===== src/rtl/pipeline_ctrl.sv =====
// Pipeline sequencing for the 5-stage CPU: EXE/MEM/WB destination bookkeeping,
// PC/IF-DE enables, stall bubbles, memory freeze, exception flush and stall statistics.
module pipeline_ctrl #(
    parameter int REG_W = 5,
    parameter int CNT_W = 32
) (
    input  logic             clk,
    input  logic             resetn,
    input  logic             de_valid,
    input  logic             de_wen,
    input  logic [REG_W-1:0] de_dest,
    input  logic             de_memread,
    input  logic [REG_W-1:0] de_rs,
    input  logic [REG_W-1:0] de_rt,
    input  logic             stall,
    input  logic             mem_busy,
    input  logic             exc_flush,
    output logic             pc_en,
    output logic             de_en,
    output logic             de_flush,
    output logic [REG_W-1:0] forward_rs,
    output logic [REG_W-1:0] forward_rt,
    output logic             exe_wen,
    output logic [REG_W-1:0] exe_regsrc,
    output logic             exe_memread,
    output logic             mem_wen,
    output logic [REG_W-1:0] mem_regsrc,
    output logic             wb_wen,
    output logic [REG_W-1:0] wb_regsrc,
    output logic [CNT_W-1:0] stall_cnt,
    output logic [CNT_W-1:0] freeze_cnt
);

    logic             exe_valid_q, exe_valid_d, exe_wen_q, exe_wen_d, exe_memread_q, exe_memread_d;
    logic [REG_W-1:0] exe_dest_q, exe_dest_d;
    logic             mem_valid_q, mem_valid_d, mem_wen_q, mem_wen_d;
    logic [REG_W-1:0] mem_dest_q, mem_dest_d;
    logic             wb_valid_q, wb_valid_d, wb_wen_q, wb_wen_d;
    logic [REG_W-1:0] wb_dest_q, wb_dest_d;
    logic [CNT_W-1:0] stall_cnt_q, stall_cnt_d, freeze_cnt_q, freeze_cnt_d;

    // Priority: reset > flush > freeze > stall > advance.
    always_comb begin
        pc_en    = 1'b0;
        de_en    = 1'b0;
        de_flush = 1'b0;
        if (resetn) begin
            if (exc_flush) begin
                pc_en    = 1'b1;
                de_en    = 1'b1;
                de_flush = 1'b1;
            end else if (!mem_busy && !stall) begin
                pc_en = 1'b1;
                de_en = 1'b1;
            end
        end
    end

    assign forward_rs = de_rs;
    assign forward_rt = de_rt;

    always_comb begin
        exe_valid_d   = exe_valid_q;
        exe_wen_d     = exe_wen_q;
        exe_dest_d    = exe_dest_q;
        exe_memread_d = exe_memread_q;
        mem_valid_d   = mem_valid_q;
        mem_wen_d     = mem_wen_q;
        mem_dest_d    = mem_dest_q;
        wb_valid_d    = wb_valid_q;
        wb_wen_d      = wb_wen_q;
        wb_dest_d     = wb_dest_q;
        stall_cnt_d   = stall_cnt_q;
        freeze_cnt_d  = freeze_cnt_q;
        if (exc_flush) begin
            exe_valid_d = 1'b0;
            mem_valid_d = 1'b0;
            wb_valid_d  = 1'b0;
        end else if (mem_busy) begin
            if (freeze_cnt_q != '1) freeze_cnt_d = freeze_cnt_q + CNT_W'(1);
        end else begin
            wb_valid_d  = mem_valid_q;
            wb_wen_d    = mem_wen_q;
            wb_dest_d   = mem_dest_q;
            mem_valid_d = exe_valid_q;
            mem_wen_d   = exe_wen_q;
            mem_dest_d  = exe_dest_q;
            if (stall) begin
                exe_valid_d   = 1'b0;
                exe_wen_d     = 1'b0;
                exe_dest_d    = '0;
                exe_memread_d = 1'b0;
                if (stall_cnt_q != '1) stall_cnt_d = stall_cnt_q + CNT_W'(1);
            end else begin
                exe_valid_d   = de_valid;
                exe_wen_d     = de_wen;
                exe_dest_d    = de_dest;
                exe_memread_d = de_memread;
            end
        end
    end

    always_ff @(posedge clk) begin
        if (!resetn) begin
            exe_valid_q   <= 1'b0;
            exe_wen_q     <= 1'b0;
            exe_dest_q    <= '0;
            exe_memread_q <= 1'b0;
            mem_valid_q   <= 1'b0;
            mem_wen_q     <= 1'b0;
            mem_dest_q    <= '0;
            wb_valid_q    <= 1'b0;
            wb_wen_q      <= 1'b0;
            wb_dest_q     <= '0;
            stall_cnt_q   <= '0;
            freeze_cnt_q  <= '0;
        end else begin
            exe_valid_q   <= exe_valid_d;
            exe_wen_q     <= exe_wen_d;
            exe_dest_q    <= exe_dest_d;
            exe_memread_q <= exe_memread_d;
            mem_valid_q   <= mem_valid_d;
            mem_wen_q     <= mem_wen_d;
            mem_dest_q    <= mem_dest_d;
            wb_valid_q    <= wb_valid_d;
            wb_wen_q      <= wb_wen_d;
            wb_dest_q     <= wb_dest_d;
            stall_cnt_q   <= stall_cnt_d;
            freeze_cnt_q  <= freeze_cnt_d;
        end
    end

    // Empty stages report nothing, regardless of stale field contents.
    assign exe_wen     = exe_valid_q & exe_wen_q;
    assign exe_regsrc  = exe_valid_q ? exe_dest_q : '0;
    assign exe_memread = exe_valid_q & exe_memread_q;
    assign mem_wen     = mem_valid_q & mem_wen_q;
    assign mem_regsrc  = mem_valid_q ? mem_dest_q : '0;
    assign wb_wen      = wb_valid_q & wb_wen_q;
    assign wb_regsrc   = wb_valid_q ? wb_dest_q : '0;
    assign stall_cnt   = stall_cnt_q;
    assign freeze_cnt  = freeze_cnt_q;

endmodule

===== config.mk =====
export PLATFORM = sky130hd
export DESIGN_NAME = pipeline_ctrl
export DESIGN_NICKNAME = d
export VERILOG_FILES = /design/src/rtl/pipeline_ctrl.sv
export SDC_FILE = /design/constraint.sdc
export NUM_CORES = 1
export LEC_CHECK = 0
export CAP_MARGIN = 0
export CORE_MARGIN = 3
export CORE_UTILIZATION = 44
export DETAILED_ROUTE_END_ITERATION = 10
export GPL_TIMING_DRIVEN = 0
export HOLD_SLACK_MARGIN = 0.1
export PLACE_DENSITY_LB_ADDON = 0.25
export SLEW_MARGIN = 20
export SYNTH_ARGS = -nofsm -noshare
export SYNTH_HDL_FRONTEND = slang
export SYNTH_SLANG_ARGS = --single-unit

===== constraint.sdc =====
create_clock -name clk -period 2.5 [get_ports clk]
set_input_delay 0.5 -clock clk [delete_from_list [all_inputs] [get_ports clk]]
set_output_delay 0.5 -clock clk [all_outputs]
set_load 0.02 [all_outputs]

==> metrics <==
run status finished clean; Combinational Power Share 0.066; total track usage 0.2100; endpoints failing hold 0; width of the die 104.3 um; Tmin final 2402 ps; clk buf depth 2; VDD IR max 265.5 uV; vias in the first global route 4076; WL final 11780 um; # rows 35; WHS 453.2 ps; cts bufs inserted 9; hpwl dp 8444 um; Lkg Pwr 1.960 nW; top_reg_cell synth dfxtp_1; Seq/Total Area, Yosys 0.4046; I/O Buffers 107; largest net degree at the start of global routing 14; final setup vio count 0; Sw Ratio 0.2273; CTS tree yes; min-delay worst type register to register; critical-path maximum fanout 10; most frequent cells in the layout clkdlybuf4s50_1, dfxtp_1, nand2_1; internal cell power 2.027 mW; commonest non-fill, non-tap cell in the layout clkdlybuf4s50_1; Placer Congestion 0.8529; Post-Syn Area per Cell 8.168 um^2; Layout area overhead 38.05%; CP required 2790 ps; max-cap violations 0; CTS Sinks 86; initial antenna violation count 0; vias per std cell 5.608; Max Slew Vio Count 0; die height 104.3 um; crit path launch type register; CP endpoint kind register; Cell Pwr Density 446.6 nW/um^2; Rel. slew slack 0.4202; Avg WL per Cell 15.19 um; FF+latch count, synth 86; Gate Count Post-Synth 521; die area 10890 um^2; r2r setup slk 100 ps; diode count 0; Initial DRT Pass Iterations 5; Reg power frac 0.527; fmax 0.4164 GHz; io pins 119; Post-synth EDFFs 0; core box area 9328 um^2; setup TNS 0 ps; Syn. warnings 0; via count 4352; met3 routed WL 647 um; 1st-iter DRT viols 198; M1 WL 5333 um; Switch Pwr 0.5963 mW; Clk pin slew, worst setup/hold paths 90 ps; Final Util 0.6298; critical path type register to register; Post-synth ARST share 0; Post-Syn Area 4255 um^2; number of fill cells 852; period utilisation layout 0.9607; DRC violations left 0; DR WL met2 5526 um; share of post-route cells with drive strength above 1 0.1036; clk_lat worst skew 360 ps; clk root buf clkbuf_8; CTS H-tree depth 3; starting density of the core 0.4562; CP arrival 2700 ps; nets@finish 669; Hold-fix buffers, CTS 0; count of different cell masters after synthesis 48; Clock power frac 0.407; uppermost layer routed met4; syn_nets 546; first-pass GRT wire length 19280 um; Worst-Margin Slew 865.7 ps; GRT Residual Overflow 0; Clock Skew 16.88 ps; RSZ-0062 raised after global routing false; post-route ant nets 0
==> critical path, cell delays in order (launching register included) <==
cell	delay [ps]
dfxtp_1	450
nand4_4	160
or3_1	400
buf_6	150
or3_4	380
buf_6	150
or4_1	500
a21oi_1	140
==> synthesized netlist by cell type (all sizes together), types with 2 or more instances <==
master	instances	share of area
or4	18	0.032
o21ai	18	0.021
o21a	4	0.0071
nor2	31	0.027
mux2i	14	0.033
o31ai	16	0.028
nand2	67	0.059
o41ai	2	0.0041
dfxtp	86	0.40
and4	7	0.014
or2	2	0.0029
nor3	7	0.0082
nand3	27	0.032
and3	3	0.0044
ha	2	0.0059
xnor2	7	0.014
a31oi	3	0.0044
nand2b	13	0.019
o311ai	2	0.0041
a31o	2	0.0041
and2	20	0.029
xor2	7	0.014
buf	17	0.029
a211oi	4	0.0071
inv	8	0.0071
nor4	8	0.012
or3	21	0.033
a21oi	51	0.060
clkbuf	16	0.014
nand4	21	0.032
nand3b	9	0.016
==> cells by family (layout without fill, tap and decap cells) <==
group                      Yosys count  in the layout  share of synthesized area
xor gates and xnor gates            14             14                    0.02882
muxes                               14             14                    0.03293
and+or+nand+nor                    257            257                     0.3278
adders and majority gates            2              2                   0.005880
AOI/OAI and AO/OA                  107            107                     0.1500
DFF                                 86             86                     0.4046
buffers and inverters               41            167                    0.04999
==> routing by layer <==
metal | track usage | up-vias
met5 | 0 | -
met4 | 0.08832 | 0
met3 | 0.03849 | 24
met2 | 0.3404 | 149
met1 | 0.2741 | 2040
li1 | - | 2139
==> power groups by stage <==
| stage | Sequential, mW | Combinational, mW | Clock [mW] |
|---|---|---|---|
| final | 1.38 | 0.172 | 1.07 |
| after global routing | 1.39 | 0.186 | 1.13 |
| after CTS | 1.39 | 0.172 | 1.08 |
| after detailed placement | 1.42 | 0.169 | 0 |
| after global placement | 1.42 | 0.167 | 0 |
| after floorplan | 1.42 | 0.0897 | 0 |
==> path summary, 6_finish.rpt <==
| kind | startpoint | end | cells after the start |
|---|---|---|---|
| setup / recovery | stall_cnt[5] | stall_cnt[30] | 7 |
| hold / removal | wb_dest_q[2] | wb_dest_q[2] | 2 |
| setup reg to reg | stall_cnt[5] | stall_cnt[30] | 7 |
| hold reg to reg | wb_dest_q[2] | wb_dest_q[2] | 2 |
==> cell type report <==
class	instances	area, um^2	share of cell area
repair buffers	112	1111	0.1891
well taps	129	161.4	0.02748
multi-input cells	394	2427	0.4132
inverters	8	30.03	0.005112
flip-flops and latches	86	1732	0.2948
plain buffers	33	202.7	0.03450
clock inverters	4	72.57	0.01235
clock buffers	10	137.6	0.02343
==> state kept, by name (all words and copies together), names as in the netlist <==
name,count
exe_dest_q,5
exe_memread_q,1
exe_valid_q,1
exe_wen_q,1
freeze_cnt,32
mem_dest_q,5
mem_valid_q,1
mem_wen_q,1
stall_cnt,32
wb_dest_q,5
wb_valid_q,1
wb_wen_q,1
==> per-stage QoR <==
| stage | power [mW] | instance area (um^2) | std cells | setup slack, ps |
|---|---|---|---|---|
| 2_1_floorplan | 1.509 | 4257 | 521 | 3.909 |
| 3_3_place_gp | 1.584 | 5489 | 757 | -946.0 |
| 3_5_place_dp | 1.587 | 5489 | 757 | -922.6 |
| 4_1_cts | 2.639 | 5767 | 771 | 1.046 |
| 5_1_grt | 2.702 | 5874 | 776 | 5.011 |
| 6_report | 2.624 | 5874 | 776 | 98.25 |
==> what timing repair did <==
action,CTS,global route
setup endpoints to repair,29,48
pin swaps,0,3
gates cloned,0,0
gates resized for setup,25,16
buffers inserted,0,5
Note: power is estimated with default switching activity, not from simulation.
